**src/rtl/cordic_pkg.sv**
```systemverilog
// Shared constants for the cordic vectoring pipeline and its magnitude post-processing.
// The inverse gain is derived from the gain itself so the two stay consistent.
package cordic_pkg;

    localparam int  ITERATIONS  = 14;
    localparam int  XY_BITS     = 16;
    localparam int  XY_W        = XY_BITS + 1;
    localparam int  CORDIC_LAT  = ITERATIONS + 1;
    localparam int  MAG_W       = 16;
    localparam int  WINDOW      = 8;

    localparam real CORDIC_GAIN = 1.6467602581210654;
    localparam int  GAIN_FRAC   = 15;
    // 1/CORDIC_GAIN in unsigned Q0.GAIN_FRAC, rounded to nearest (19898)
    localparam int  INV_GAIN    = $rtoi((2.0 ** GAIN_FRAC) / CORDIC_GAIN + 0.5);

endpackage

```
**src/rtl/mag_peak_window.sv**
```systemverilog
// Windowed peak detector: tracks the maximum over every WINDOW valid magnitudes
// and emits it with a one-cycle pulse when the window completes.
module mag_peak_window #(
    parameter int MAG_W  = cordic_pkg::MAG_W,
    parameter int WINDOW = cordic_pkg::WINDOW
) (
    input  logic             clk,
    input  logic             rst,
    input  logic             in_valid,
    input  logic [MAG_W-1:0] in_mag,
    output logic             peak_valid,
    output logic [MAG_W-1:0] peak
);

    localparam int CNT_W = (WINDOW > 1) ? $clog2(WINDOW) : 1;

    logic [CNT_W-1:0] cnt_q, cnt_d;
    logic [MAG_W-1:0] runmax_q, runmax_d;
    logic [MAG_W-1:0] peak_q, peak_d;
    logic             peak_valid_q, peak_valid_d;
    logic [MAG_W-1:0] base;
    logic [MAG_W-1:0] cand;

    always_comb begin
        // runmax is meaningless at the first sample of a window
        base         = (cnt_q == '0) ? '0 : runmax_q;
        cand         = (in_mag > base) ? in_mag : base;
        cnt_d        = cnt_q;
        runmax_d     = runmax_q;
        peak_d       = peak_q;
        peak_valid_d = 1'b0;
        if (in_valid) begin
            if (cnt_q == CNT_W'(WINDOW - 1)) begin
                peak_d       = cand;
                peak_valid_d = 1'b1;
                cnt_d        = '0;
                runmax_d     = '0;
            end else begin
                runmax_d = cand;
                cnt_d    = cnt_q + CNT_W'(1);
            end
        end
    end

    always_ff @(posedge clk or posedge rst) begin
        if (rst) begin
            cnt_q        <= '0;
            runmax_q     <= '0;
            peak_q       <= '0;
            peak_valid_q <= 1'b0;
        end else begin
            cnt_q        <= cnt_d;
            runmax_q     <= runmax_d;
            peak_q       <= peak_d;
            peak_valid_q <= peak_valid_d;
        end
    end

    assign peak_valid = peak_valid_q;
    assign peak       = peak_q;

endmodule

```
**src/rtl/cordic_mag_post.sv**
```systemverilog
// Aligns a sample-valid with the cordic x_o, removes the CORDIC gain, rounds and
// saturates to a true magnitude, and reports a windowed peak of those magnitudes.
module cordic_mag_post #(
    parameter int XY_W       = cordic_pkg::XY_W,
    parameter int CORDIC_LAT = cordic_pkg::CORDIC_LAT,
    parameter int INV_GAIN   = cordic_pkg::INV_GAIN,
    parameter int MAG_W      = cordic_pkg::MAG_W,
    parameter int WINDOW     = cordic_pkg::WINDOW
) (
    input  logic             clk,
    input  logic             rst,
    input  logic             in_valid,
    input  logic [XY_W-1:0]  cordic_x,
    output logic             mag_valid,
    output logic [MAG_W-1:0] mag,
    output logic             peak_valid,
    output logic [MAG_W-1:0] peak
);

    localparam int GF   = cordic_pkg::GAIN_FRAC;
    localparam int P1_W = XY_W + GF;
    localparam int R_W  = XY_W + 1;

    localparam logic [P1_W-1:0] GAIN_EXT = P1_W'(INV_GAIN);
    localparam logic [P1_W:0]   HALF     = (P1_W + 1)'(1) << (GF - 1);
    localparam logic [R_W-1:0]  MAG_MAX  = R_W'((1 << MAG_W) - 1);

    logic                  vin_q, vin_d;
    logic [CORDIC_LAT-1:0] vld_sr_q, vld_sr_d;
    logic                  tap;
    logic [P1_W-1:0]       p1_q, p1_d;
    logic                  v1_q, v1_d;
    logic [MAG_W-1:0]      mag_q, mag_d;
    logic                  mag_valid_q, mag_valid_d;
    logic [P1_W:0]         p1_rnd;
    logic [R_W-1:0]        r;

    always_comb begin
        // vin_q mirrors the cordic input capture register, so the tap lines up with x_o
        vin_d       = in_valid;
        vld_sr_d    = {vld_sr_q[CORDIC_LAT-2:0], vin_q};
        tap         = vld_sr_q[CORDIC_LAT-1];
        p1_d        = tap ? (P1_W'(cordic_x) * GAIN_EXT) : p1_q;
        v1_d        = tap;
        p1_rnd      = {1'b0, p1_q} + HALF;
        r           = p1_rnd[P1_W:GF];
        mag_d       = mag_q;
        if (v1_q) begin
            mag_d = (r > MAG_MAX) ? '1 : r[MAG_W-1:0];
        end
        mag_valid_d = v1_q;
    end

    always_ff @(posedge clk or posedge rst) begin
        if (rst) begin
            vin_q       <= 1'b0;
            vld_sr_q    <= '0;
            p1_q        <= '0;
            v1_q        <= 1'b0;
            mag_q       <= '0;
            mag_valid_q <= 1'b0;
        end else begin
            vin_q       <= vin_d;
            vld_sr_q    <= vld_sr_d;
            p1_q        <= p1_d;
            v1_q        <= v1_d;
            mag_q       <= mag_d;
            mag_valid_q <= mag_valid_d;
        end
    end

    assign mag_valid = mag_valid_q;
    assign mag       = mag_q;

    mag_peak_window #(
        .MAG_W  (MAG_W),
        .WINDOW (WINDOW)
    ) u_peak (
        .clk        (clk),
        .rst        (rst),
        .in_valid   (mag_valid_q),
        .in_mag     (mag_q),
        .peak_valid (peak_valid),
        .peak       (peak)
    );

endmodule

```
**config.mk**
```make
export PLATFORM = sky130hd
export DESIGN_NAME = cordic_mag_post
export DESIGN_NICKNAME = d
export VERILOG_FILES = /design/src/rtl/cordic_pkg.sv /design/src/rtl/mag_peak_window.sv /design/src/rtl/cordic_mag_post.sv
export SDC_FILE = /design/constraint.sdc
export NUM_CORES = 1
export LEC_CHECK = 0
export CORE_UTILIZATION = 56
export CTS_CLUSTER_SIZE = 40
export DETAILED_ROUTE_END_ITERATION = 16
export GPL_TIMING_DRIVEN = 0
export PLACE_DENSITY = 0.79
export SYNTH_ARGS = -nofsm -noshare
export SYNTH_HDL_FRONTEND = slang
export SYNTH_HIERARCHICAL = 1
export SYNTH_SLANG_ARGS = --single-unit
```
**constraint.sdc**
```tcl
create_clock -name clk -period 2.95 [get_ports clk]
set_input_delay 0.885 -clock clk [delete_from_list [all_inputs] [get_ports clk]]
set_output_delay 0.885 -clock clk [all_outputs]
set_load 0.01 [all_outputs]
```
Yosys cells after proc, flatten, opt, wreduce, memory -nomap -nowiden

Cells that the tools add are included.
W data, S select, Z words.

Bits in registers: 101
Input port bits: 20
Output and inout bits: 34
Word-level logic and storage cells: 25

Mux-type cells: 7
Magnitude comparators: 2
Equality and inequality tests: 1
Reduce and logical (&&, ||, !) cells: 2
$add $sub $neg: 2
Multiply operators: 1

Operators by type and width:

| kind                     | number |
|---|---|
| $mux W16                 | 4 |
| $add A32 B15 Y33 const B | 1 |
| $mul A17 B14 Y31 const B | 1 |
| $gt A18 B16 Y1 const B   | 1 |
| $gt A16 B16 Y1           | 1 |
| $add A3 B1 Y3 const B    | 1 |
| $eq A3 B3 Y1 const B     | 1 |
| $logic_not A3 Y1         | 1 |
| $mux W3                  | 1 |
| $mux W1                  | 2 |
| $reduce_and A2 Y1        | 1 |

Depth between registers and ports, before layout

Gate-level depths: netlist (run 1).

Depth after elaboration: 5
Mapped depth: 19
Depth with buffers taken out: 19

By module

Netlist (run 1), hierarchy kept.

By module, submodules not included:

| module          | instances | area each (µm²) | cells an instance | sequential area each (µm²) |
|---|---|---|---|---|
| cordic_mag_post | 1         | 6965.4          | 680               | 1301.2 |
| mag_peak_window | 1         | 2272.2          | 250               | 900.9 |

Worst setup path after synthesis (run 1)

No wires, ideal clock.

Path kind: input to register
Start point: in cordic_x[12]
End point: reg p1_q[31]
Path buffers: 0
Arrival: 5.523 ns
Setup slack: -2.704 ns
Stages on the path: 19
Path through: inv_1 > fa_1 > inv_1 > ha_1 > inv_1 > fa_1 > inv_1 > fa_1 > fa_1 > inv_1 > fa_1 > inv_1 > ha_1 > a211oi_1 > o21ai_1 > nor3_1 > a211oi_2 > o21ai_0 > or3b_1

Longest elaborated chain between the ends: 1

Ends and longest elaborated chain:

| element                | line                  | source |
|---|---|---|
| start: declaration     | cordic_mag_post.sv:13 | `input logic [XY_W-1:0] cordic_x,` |
| $mul A17 B14 Y31       | cordic_mag_post.sv:43 | `p1_d = tap ? (P1_W'(cordic_x) * GAIN_EXT) : p1_q;` |
| end signal: assignment | cordic_mag_post.sv:65 | `p1_q <= p1_d;` |
| end: declaration       | cordic_mag_post.sv:31 | `logic [P1_W-1:0] p1_q, p1_d;` |

Every way passes these cells.
A chain may end at the register's enable or synchronous reset.

Final worst setup path (run 1)

Start point: in cordic_x[6]
End point: reg p1_q[31]

The elaborated chain is that of the path after synthesis.

==> run metrics, run 1 <==
H-tree levels=3; Initial DRT Pass Iterations=6; Clock transition at path regs=around 0.060 ns; worst relative slew slack=49.5%; Port Buf Inserts=53; period utilization=185%; # IOs=54; worst slew pin tran=between 0.7 and 0.8 ns; Worst setup EP type=register; Post-Syn Area=9240 µm²; vias in the first global route=about 7700; Final Non-Filler Cells=1259; core area=16000 µm²; M2 GR Usage=between 40% and 50%; DR iter-0 viols=about 590; GR Util All Layers=about 29%; post-synthesis sequential area ratio=23.8%; grt total ovfl=0; Initial Utilization=between 50% and 60%; min Tclk post-route=~5.5 ns; average wire per standard cell=18.8 µm; largest net degree at the start of global routing=37; layout cells sized above 1=a little over a fifth; #FFs+latches synth=just under 90; clk buf depth=2; DP Cell Count=1200; global placement routability congestion=around 0.88; dpl ws=-3.76 ns; Synth Warn #=6; final setup fails=49; Max Clock Skew=between 0.008 and 0.009 ns; drt via density=5.98; Site Rows=46; grt peak-use layer=met2; fin. max-slew vios=0; Post-synth EDFFs=0; final worst slack=-2.51 ns; Top FF cell, synth=dfrtp_1; Setup CP Type=in -> reg; Synth Instances=930; clock sink count=88; CTS tree=yes; distinct cell type count after synthesis=70; worst hold path class=reg -> reg; Inserted Diodes=0; Yosys top cell by area=dfrtp_1; CTS Buf Count=9; synth top area cells=dfrtp_1 24%, fa_1 21%, ha_1 19%; asr flop ratio synth=100%; status=complete, but fails checks; met1 Use GR=a little under two fifths; Post-CTS Hold Fix Bufs=0; Critical Path AT=between 5 and 6 ns; Yosys top cell area share=a little under a quarter; final wirelength=between 20 and 25 mm; Critical Path Source Type=primary input; vias after detailed routing=about 7500; met3 usage=between 5 and 6%; Die Span X=130 µm; f_max=0.183 GHz; Final Hold Fails=0; root buf cell=clkbuf_16; crit-path max FO=5; Syn Nets=about 1200; Syn Area/Cell=a little under 10 µm²; die area=around 17000 µm²; Max Cap Violations=0; RSZ-0062 raised after global routing=yes; DP HPWL=16.3 mm; failing checks=negative setup slack; first-pass GRT wire length=approximately 38 mm; initial antenna violation count=0; ANT nets after route=0; Area growth syn-to-layout=26.0%; Clk Latency, worst-skew pair=roughly 0.35 ns; Required @ worst endpoint=roughly 3.2 ns; Die H=between 100 and 150 µm; DRC=0; nets@finish=between 1000 and 1500
==> metrics by stage <==
step	hold WS, ns	instance area [µm²]	utilization (%)	setup TNS, ns
6_report	0.347	11600	72.7	-43.75
5_1_grt	0.353	11600	72.7	-50.07
4_1_cts	0.347	11500	71.7	-40.63
3_5_place_dp	0.335	10200	63.9	-75.64
3_3_place_gp	0.333	10200	63.8	-80.99
2_1_floorplan	0.331	9400	-	-40.76
==> state kept, by name, summed over array words and instances (netlist names) <==
signal,flops
mag,16
mag_valid,1
mag_valid_d,1
p1_q,18
u_peak/cnt_q,3
u_peak/peak,16
u_peak/peak_valid,1
u_peak/runmax_q,16
vin_q,1
vld_sr_q,15
==> layout by cell type, fill, tap and decap left out, types with 13 or more instances in the layout <==
| cell type | n |
|---|---|
| nand3_1 | 29 |
| ha_1 | 112 |
| dfrtp_1 | 88 |
| clkdlybuf4s50_1 | 36 |
| nand2_1 | 40 |
| nor2_1 | 52 |
| inv_2 | 16 |
| nand4_1 | 20 |
| buf_6 | 13 |
| buf_4 | 35 |
| inv_1 | 149 |
| clkbuf_1 | 15 |
| a21oi_4 | 13 |
| nand2b_1 | 17 |
| o211ai_1 | 20 |
| a31oi_1 | 14 |
| a21oi_1 | 33 |
| ha_4 | 26 |
| fa_1 | 92 |
==> logic make-up (layout without fill, tap and decap cells) <==
kind of cell             Yosys count  in the layout  synth area share [%]
adder cells (fa/ha/maj)          235            235                  39.6
AND/OR/NAND/NOR                  208            208                  11.7
buffers and inverters            205            318                  8.98
AO/OA/AOI/OAI                    173            173                  13.8
flip-flops                        88             88                  23.8
multiplexers                       3              3                 0.352
XOR/XNOR                          18             18                  1.71
==> path summary, 6_finish.rpt <==
kind	from	to	slack, ns	cells after the start
max	cordic_x[6]	p1_q[31]	-2.51	19
min	vld_sr_q[8]	vld_sr_q[9]	0.35	0
max reg2reg	u_peak/cnt_q[1]	u_peak/runmax_q[15]	-0.20	15
min reg2reg	vld_sr_q[8]	vld_sr_q[9]	0.35	0
max in group asynchronous	rst	u_peak/runmax_q[2]	1.42	2
min in group asynchronous	rst	mag_valid	0.98	2
==> critical path: stages <==
cell	delay, ns
buf_6	0.12
inv_4	0.07
fa_1	0.53
inv_1	0.04
ha_1	0.27
inv_1	0.09
fa_1	0.44
fa_1	0.49
inv_1	0.05
fa_2	0.52
fa_1	0.46
ha_4	0.32
nand4_1	0.13
a21oi_2	0.19
o221ai_2	0.13
buf_6	0.15
a211oi_4	0.33
nor3_1	0.08
or3b_1	0.37
==> cell usage after synthesis, drive strengths merged, types with 2 or more instances <==
master,count
nand2b,18
and4,4
nor3b,4
ha,140
o21a,7
nor2,53
nand3b,2
o311ai,3
clkbuf,19
inv,175
a31o,3
buf,11
xnor2,9
o2111ai,12
fa,95
o211ai,20
nand2,44
a21oi,51
o21bai,2
mux2,2
or3,2
xor2,9
or2,2
a21boi,3
o31ai,5
and2,2
nand3,30
nor2b,2
o221ai,7
dfrtp,88
a22oi,2
nand4,22
a31oi,17
nor3,10
and3,8
a21o,8
a211oi,7
o21ai,18
==> layer usage <==
layer  wire length (µm)  share of wire (%)  vias to the layer above
met2              11700                 49                      329
li1                   -                  -                     3386
met3               1450                6.1                       69
met4                655                2.8                        0
met1               9870                 42                     3744
met5                  0                  0                        -
==> cell type report <==
cell class	instances	area, µm²
plain buffers	28	229
well taps	216	270
clock buffers	10	239
repair buffers	99	1030
multi-input cells	637	6880
clock inverters	6	91.3
fillers	1061	4360
flip-flops and latches	88	2200
inverters	175	689
==> repair_timing <==
item                       in CTS  in global routing
setup endpoints to repair      50                 50
setup buffers                  37                  4
pin swaps                     101                 36
resized for setup             222                 37
gates cloned                    4                  0
Power of run 1 is left out: the tool's default activity adds up to more than one toggle a clock period on the data nets, which glitch-free logic cannot reach.
==> run 2: changes to the inputs <==
- HOLD_SLACK_MARGIN: default -> 0.15
==> results of run 2 <==
The final DEF is identical to that of run 1; final timing and power are the same.
Power of run 2 is left out for the same reason.
==> run 3: changes to the inputs <==
- CORE_UTILIZATION: 56 -> 57
- CTS_BUF_LIST: default -> sky130_fd_sc_hd__clkbuf_2
- PLACE_DENSITY: 0.79 -> 0.81
==> run metrics, run 3 (synthesis gave the netlist of run 1 again) <==
Area growth syn-to-layout=24.0%; global placement routability congestion=0.892 (+0.93%); vias in the first global route=7596 (-1.1%); Inserted Diodes=0 (unchanged); status=complete, but fails checks; clk buf depth=2 (unchanged); Initial DRT Pass Iterations=5 (-1); ANT nets after route=0 (unchanged); end point of the critical path=p1_q[16]; Post-CTS Hold Fix Bufs=0 (unchanged); Max Clock Skew=0.0318 ns (+0.0230 ns); final wirelength=23.4 mm (-1.2%); Max Cap Violations=0 (unchanged); f_max=0.189 GHz (+3.4%); DR iter-0 viols=609 (+4.1%); CP Cell Sequence=buf_12 -> inv_8 -> fa_1 -> inv_1 -> ha_1 -> inv_1 -> fa_1 -> inv_2 -> fa_1 -> fa_1 -> fa_1 -> ha_4 -> a211oi_4 -> o211ai_1 -> o221ai_2 -> buf_4 -> buf_6 -> a21oi_4 -> nor3b_1 -> a21o_1; CTS tree=yes; Critical Path Source Type=primary input; start point of the critical path=cordic_x[9]; Port Buf Inserts=53 (unchanged); final worst slack=-2.33 ns (+0.181 ns); crit-path max FO=3 (-2); root buf cell=clkbuf_2; DP HPWL=16.3 mm (+0.41%); worst slew pin tran=0.717 ns (-0.0399 ns); # IOs=54 (unchanged); GR Util All Layers=28.3% (-0.64 points); grt total ovfl=0 (unchanged); fin. max-slew vios=0 (unchanged); worst hold slack=0.357 ns (+0.0101 ns); Initial Utilization=58.4% (+0.63 points); most common cell after layout, fill and taps aside=inv_1; CTS Buf Count=9 (unchanged); CP max stage cell=fa_1; die area=16700 µm² (-1.7%); Die H=129 µm (-0.87%); layout cells sized above 1=22.7% (+0.75 points); DRC=0 (unchanged); slowest stage delay, CP=0.54 ns (about the same); most frequent cells in the layout=144 x inv_1, 117 x ha_1, 91 x fa_1; Clk Latency, worst-skew pair=0.58 ns (+0.23 ns); failing checks=negative setup slack; Clock transition at path regs=0.23 ns (+0.17 ns); RSZ-0062 raised after global routing=yes; worst hold path class=reg -> reg; Critical Path AT=5.81 ns (+0.13 ns); Die Span X=129 µm (-0.87%); vias after detailed routing=7526 (-0.027%); Final Hold Fails=0 (unchanged); first-pass GRT wire length=36.8 mm (-2.5%); clock sink count=88 (unchanged); R2R cell count=15 (unchanged); nets@finish=1298 (+0.39%); Setup CP Type=in -> reg; most used cell, CP=fa_1; initial antenna violation count=0 (unchanged); drt via density=5.95 (-0.42%); min Tclk post-route=5.28 ns (-0.181 ns); Required @ worst endpoint=3.47 ns (+0.30 ns); H-tree levels=3 (unchanged); r2r startpoint=u_peak/cnt_q[0]; max FFs per register=18 (unchanged); FF-to-FF setup slack=-0.21 ns (about the same); worst relative slew slack=52.2% (+2.7 points); Reg with most FFs=p1_q; largest net degree at the start of global routing=28 (-24%); R2R Path End=u_peak/runmax_q[14]; final setup fails=50 (+2.0%); core area=15800 µm² (-1.1%); period utilization=179% (-6.1 points); Site Rows=46 (unchanged); average wire per standard cell=18.5 µm (-1.6%); Worst setup EP type=register
[run 3: cell count changes in the layout (fill, tap and decap cells not counted), sizes merged]
cell / change
clkdlybuf4s15: +3
clkbuf: +2
buf: +1
bufinv: -1
clkinv: +1
inv: -1
[run 3: worst min path at each step]
stage	startpoint	to	slack (ns)	cells after the start
final	vld_sr_q[9]	vld_sr_q[10]	0.36	0
after global routing	vld_sr_q[9]	vld_sr_q[10]	0.35	0
after CTS	vld_sr_q[9]	vld_sr_q[10]	0.36	0
after detailed placement	vld_sr_q[11]	vld_sr_q[12]	0.33	0
after global placement	vin_q	vld_sr_q[0]	0.33	0
after floorplan	vin_q	vld_sr_q[0]	0.33	0
[run 3: stage by stage]
step	worst slack [ns]	utilization [%]	setup TNS (ns)	instance area, µm²	cells
2_1_floorplan	-2.45	-	-40.76	9400	930
3_3_place_gp	-3.72	64.5	-81.03	10200	1199
3_5_place_dp	-3.76	64.8	-75.73	10300	1201
4_1_cts	-2.14	70.8	-37.07	11200	1252
5_1_grt	-2.40	72.4	-47.23	11500	1264
6_report	-2.33	72.4	-41.86	11500	1264
[run 3: critical path, delay by kind of cell]
| family | cells | cell delay, ns |
|---|---|---|
| AOI/OAI and AO/OA | 5 | 0.95 |
| adders and majority gates | 7 | 3.07 |
| buffers and inverters | 7 | 0.58 |
| and+or+nand+nor | 1 | 0.31 |
[run 3: metal layers]
metal	routed length, µm	vias up	GRT usage (%)
li1	-	3382	-
met1	9290	3739	36.4
met2	11900	331	48.9
met3	1500	74	4.38
met4	684	0	8.93
met5	0	-	0
[run 3: repair_timing]
action | in CTS | in global routing
pin swaps | 111 | 60
resized for setup | 223 | 43
setup buffers | 33 | 14
endpoints found under the setup margin | 50 | 50
cloned | 4 | 0
[run 3: cell type report]
cell class              instances  area (µm²)
well taps                     216         270
multi-input cells             637        6870
fillers                      1021        4370
clock inverters                 5        57.6
repair buffers                104        1080
plain buffers                  28         228
clock buffers                  11        55.1
flip-flops and latches         88        2200
inverters                     175         699
Power of run 3 is left out for the same reason.
